$ cat config.mk
export PLATFORM = sky130hd
export DESIGN_NAME = image_stream_loader
export DESIGN_NICKNAME = d
export VERILOG_FILES = /design/src/rtl/image_stream_loader.sv
export SDC_FILE = /design/constraint.sdc
export NUM_CORES = 1
export LEC_CHECK = 0
export ABC_AREA = 1
export CELL_PAD_IN_SITES_DETAIL_PLACEMENT = 1
export CELL_PAD_IN_SITES_GLOBAL_PLACEMENT = 1
export CORE_ASPECT_RATIO = 0.9
export CORE_MARGIN = 3
export CORE_UTILIZATION = 37
export CTS_BUF_LIST = sky130_fd_sc_hd__clkbuf_8 sky130_fd_sc_hd__clkbuf_16
export DETAILED_ROUTE_END_ITERATION = 6
export MAX_ROUTING_LAYER = met4
export PLACE_DENSITY_LB_ADDON = 0.1
export REMOVE_ABC_BUFFERS = 1
export SYNTH_ARGS = -nofsm -noshare
export SYNTH_HDL_FRONTEND = slang
export SYNTH_SLANG_ARGS = --single-unit
$ cat constraint.sdc
create_clock -name clk -period 2.7 [get_ports clk]
set_input_delay 0.54 -clock clk [delete_from_list [all_inputs] [get_ports clk]]
set_output_delay 0.54 -clock clk [all_outputs]
set_load 0.01 [all_outputs]
$ cat src/rtl/image_stream_loader.sv
`timescale 1ns/1ps
// Writes an inbound 8-bit pixel stream into data memory from a fixed base
// address, tracking byte count, a 16-bit running checksum and completion.
module image_stream_loader #(
    parameter int unsigned DATA_W    = 8,
    parameter int unsigned ADDR_W    = 18,
    parameter int unsigned BASE_ADDR = 0,
    parameter int unsigned IMG_BYTES = 160000
) (
    input  logic              clk,
    input  logic              rst,
    input  logic              load_start,
    input  logic              abort,
    input  logic [DATA_W-1:0] in_data,
    input  logic              in_valid,
    output logic              in_ready,
    output logic              mem_we,
    output logic [ADDR_W-1:0] mem_addr,
    output logic [DATA_W-1:0] mem_wdata,
    output logic              busy,
    output logic              done,
    output logic [ADDR_W-1:0] byte_count,
    output logic [15:0]       checksum
);

    localparam int unsigned       CSUM_W   = 16;
    localparam logic [ADDR_W-1:0] BASE     = ADDR_W'(BASE_ADDR);
    localparam logic [ADDR_W-1:0] IMG_CNT  = ADDR_W'(IMG_BYTES);
    localparam logic [ADDR_W-1:0] LAST_CNT = ADDR_W'(IMG_BYTES - 1);

    typedef enum logic [1:0] {
        IDLE = 2'd0,
        LOAD = 2'd1,
        DONE = 2'd2
    } state_t;

    state_t              state_q, state_d;
    logic                in_ready_q, in_ready_d;
    logic                busy_q, busy_d;
    logic                mem_we_q, mem_we_d;
    logic                done_q, done_d;
    logic [ADDR_W-1:0]   mem_addr_q, mem_addr_d;
    logic [DATA_W-1:0]   mem_wdata_q, mem_wdata_d;
    logic [ADDR_W-1:0]   byte_count_q, byte_count_d;
    logic [CSUM_W-1:0]   checksum_q, checksum_d;
    logic                accept_c;

    // A byte raced by abort is dropped; the count guard keeps byte_count saturated.
    assign accept_c = (state_q == LOAD) && in_ready_q && in_valid && !abort
                      && (byte_count_q != IMG_CNT);

    always_ff @(posedge clk or posedge rst) begin
        if (rst) begin
            state_q      <= IDLE;
            in_ready_q   <= 1'b0;
            busy_q       <= 1'b0;
            mem_we_q     <= 1'b0;
            done_q       <= 1'b0;
            mem_addr_q   <= BASE;
            mem_wdata_q  <= '0;
            byte_count_q <= '0;
            checksum_q   <= '0;
        end else begin
            state_q      <= state_d;
            in_ready_q   <= in_ready_d;
            busy_q       <= busy_d;
            mem_we_q     <= mem_we_d;
            done_q       <= done_d;
            mem_addr_q   <= mem_addr_d;
            mem_wdata_q  <= mem_wdata_d;
            byte_count_q <= byte_count_d;
            checksum_q   <= checksum_d;
        end
    end

    always_comb begin
        state_d      = state_q;
        in_ready_d   = in_ready_q;
        busy_d       = busy_q;
        mem_we_d     = 1'b0;
        done_d       = 1'b0;
        mem_addr_d   = mem_addr_q;
        mem_wdata_d  = mem_wdata_q;
        byte_count_d = byte_count_q;
        checksum_d   = checksum_q;

        if (accept_c) begin
            mem_we_d     = 1'b1;
            mem_addr_d   = BASE + byte_count_q;
            mem_wdata_d  = in_data;
            byte_count_d = byte_count_q + ADDR_W'(1);
            checksum_d   = checksum_q + CSUM_W'(in_data);
        end

        if (abort) begin
            state_d    = IDLE;
            in_ready_d = 1'b0;
            busy_d     = 1'b0;
        end else begin
            case (state_q)
                IDLE: begin
                    if (load_start) begin
                        state_d      = LOAD;
                        in_ready_d   = 1'b1;
                        busy_d       = 1'b1;
                        byte_count_d = '0;
                        checksum_d   = '0;
                    end
                end
                LOAD: begin
                    // done rides with the final write so both appear on the same cycle
                    if (accept_c && (byte_count_q == LAST_CNT)) begin
                        state_d    = DONE;
                        in_ready_d = 1'b0;
                        busy_d     = 1'b0;
                        done_d     = 1'b1;
                    end
                end
                DONE: begin
                    state_d = IDLE;
                end
                default: begin
                    state_d    = IDLE;
                    in_ready_d = 1'b0;
                    busy_d     = 1'b0;
                end
            endcase
        end
    end

    assign in_ready   = in_ready_q;
    assign busy       = busy_q;
    assign mem_we     = mem_we_q;
    assign done       = done_q;
    assign mem_addr   = mem_addr_q;
    assign mem_wdata  = mem_wdata_q;
    assign byte_count = byte_count_q;
    assign checksum   = checksum_q;

endmodule

==> metrics.txt <==
first-pass GRT wire length=roughly 18000 um; f_max=441 MHz; number of hold buffers added after CTS=0; HP Class=reg -> reg; PortBufs=76; Max Slew Vio Count=0; DP Wirelength=about 8000 um; syn_area_per_cell=7.75 um^2; CTS tree=yes; post-route antenna net violation count=0; period utilisation layout=84.0%; # diodes=0; pwr/cell area=478 nW/um^2; CP Cell Sequence=clkdlybuf4s50_1 > ha_1 > fa_1 > nand2_1 > nand3_1 > and2_1 > a21oi_1 > nor2_4 > xnor2_1 > nor2_1; crit-path max FO=3; status=finished clean; largest net degree at the start of global routing=just under 50; drt pass-1 iters=4; Tmin final=2.27 ns; Initial Utilization=38.8%; Post-Synthesis Cell Area=3600 um^2; Remaining Overflow, GRT=0; CP arrival=about 2.5 ns; Routed WL per cell=16.1 um; Synth async-reset ratio=100%; CP Class=in -> reg; I/O pin total=77; Max-Cap Viols=0; area share of the largest cell type after synthesis=roughly 45%; post-synthesis cell count=about 470; Final Total Pwr=around 2.2 mW; Clock Sinks=65; antenna violations before repair=0; clock buffer depth=2; Core Region=9290 um^2; yosys warns=0; Post-synth EDFFs=0; startpoint types=input pin; vias=3410; Leak=between 2 and 2.5 nW; reg2reg start=byte_count[0]$_DFF_PP0_; row count=33; die height=roughly 100 um; Die Wd=110 um; root buffer cell=clkbuf_8; share of layout cells above drive strength 1=roughly 8.4%; CTS clock-pin slew for the worst setup and hold paths=0.08 ns; Primary FF master, synth=dfrtp_1; drt via density=5.07; worst-skew pair later-pin latency=~0.35 ns; hold path start=mem_addr[16]$_DFFE_PP0N_; CP Launch Point=in_data[0]; peak supply drop=~0.00026 V; Setup Buffers After CTS=0; Final Hold Violating Endpoints=0; post-cts sizing count=0; Residual DRC=0; final WL=around 11000 um; Final GP Congestion=~0.83; P&R area growth vs syn=29.2%; Total Routing Usage GR=21.5%; slowest stage delay, CP=roughly 0.43 ns; Yosys reg bits=65; H-tree Lvls=3; Slew @ Worst Pin=0.709 ns; Netlist cell types=34; setup_tns=0 ns; DR iter-0 viols=141; Final nets=between 500 and 600; CTS buffer count=9; Critical Path RT=between 2 and 3 ns; Yosys top cell by area=dfrtp_1; Rel. slew slack=between 50 and 60%; CP endpoint kind=flop; sequential area share after synthesis=45.2%; RSZ-0062 raised after global routing=false; die area=between 10000 and 15000 um^2; vias in the first global route=approximately 3500; Final setup violation count=0; Setup Skew=0.00892 ns; Slowest cell on crit path=clkdlybuf4s50_1; synth top area cells=dfrtp_1 (45%), nand2_1 (14%), inv_1 (4.8%), nor2_1 (4.5%), o21ai_0 (4.4%)
## state kept, by name (all words and copies together) (netlist names)
name / cells
busy: 1
mem_we: 1
mem_addr: 18
byte_count: 18
state_q: 2
done: 1
mem_wdata: 8
checksum: 16
## logic make-up after synthesis
group	count (synthesis)	synth area share (%)
AO/OA/AOI/OAI	69	10.9
flip-flops	65	45.2
adder cells (fa/ha/maj)	11	4.03
XOR/XNOR	8	1.95
buffers and inverters	64	8.23
AND/OR/NAND/NOR	248	29.8
## area by class of cell
| cell class | instances | area [um^2] |
|---|---|---|
| fill | 1162 | 4640 |
| multi-input combinational | 336 | 1680 |
| sequential | 65 | 1630 |
| timing repair buffer | 85 | 853 |
| inverter | 48 | 180 |
| tap | 122 | 153 |
| clock buffer | 9 | 124 |
| clock inverter | 7 | 38.8 |
## metrics by stage
stage / hold slack (ns) / instances / utilization, % / setup WS [ns] / cell area (um^2)
detailed placement: 0.470 / 656 / 48.4 / 0.0796 / 4490
finish: 0.484 / 672 / 50.1 / 0.431 / 4650
CTS: 0.490 / 672 / 50.1 / 0.452 / 4650
floorplan: 0.515 / 449 / - / 0.190 / 3490
global route: 0.515 / 672 / 50.1 / 0.318 / 4650
global placement: 0.463 / 656 / 48.4 / 0.130 / 4490
## cells in the mapped netlist, types with 3 or more instances
cell type	number
o21ai_0	32
inv_1	46
nand2_1	138
nor3_1	7
o21a_1	3
nand2_2	5
nand4_1	8
a21oi_1	18
buf_4	5
nor3b_1	4
xor2_1	3
ha_1	10
buf_2	6
nor2_1	43
buf_6	4
o31ai_1	5
xnor2_1	5
nand3_1	30
a21oi_2	5
o21ai_1	3
dfrtp_1	65
nor2_2	5
## per-layer routing
metal	wire (um)	vias up	global-route usage [%]	share of wire [%]
li1	-	1658	-	-
met1	5620	1665	31.7	52
met2	4610	75	30.0	43
met3	434	12	3.89	4.0
met4	128	0	6.14	1.2
met5	0	-	-	0
## worst paths after layout
path                                       endpoint  slack [ns]  depth (start not counted)
max                           checksum[8]$_DFF_PP0_        0.43                         10
min                        mem_addr[16]$_DFFE_PP0N_        0.48                          2
max reg2reg                byte_count[14]$_DFF_PP0_        0.57                          9
min reg2reg                mem_addr[16]$_DFFE_PP0N_        0.48                          2
max in group asynchronous    checksum[11]$_DFF_PP0_        1.56                          3
min in group asynchronous          mem_we$_DFF_PP0_        0.52                          2
## where the power goes
group | internal [mW] | total [mW] | switching [mW]
combinational | 0.202 | 0.397 | 0.195
clock | 0.323 | 0.740 | 0.417
sequential | 1.04 | 1.09 | 0.0464
total | 1.57 | 2.22 | 0.658
## critical path: cells and delay by family
family	cells	cell delay, ns
xor gates and xnor gates	1	0.15
adders and majority gates	2	0.65
buffers and inverters	1	0.43
AOI/OAI and AO/OA	1	0.23
and+or+nand+nor	5	0.50
## cells in the final DEF (no fill, tap or decap), drive strengths merged, types with 2 or more instances in the layout
master / netlist / routed
a21oi: 23 / 23
and2: 2 / 2
buf: 15 / 9
clkbuf: 1 / 9
clkdlybuf4s50: 0 / 76
clkinv: 0 / 4
clkinvlp: 0 / 2
dfrtp: 65 / 65
ha: 10 / 10
inv: 48 / 49
nand2: 143 / 143
nand3: 31 / 31
nand4: 9 / 9
nor2: 49 / 49
nor3: 7 / 7
nor3b: 4 / 4
nor4: 2 / 2
o21a: 3 / 3
o21ai: 35 / 35
o31ai: 5 / 5
xnor2: 5 / 5
xor2: 3 / 3
Note: power is estimated with default switching activity, not from simulation.
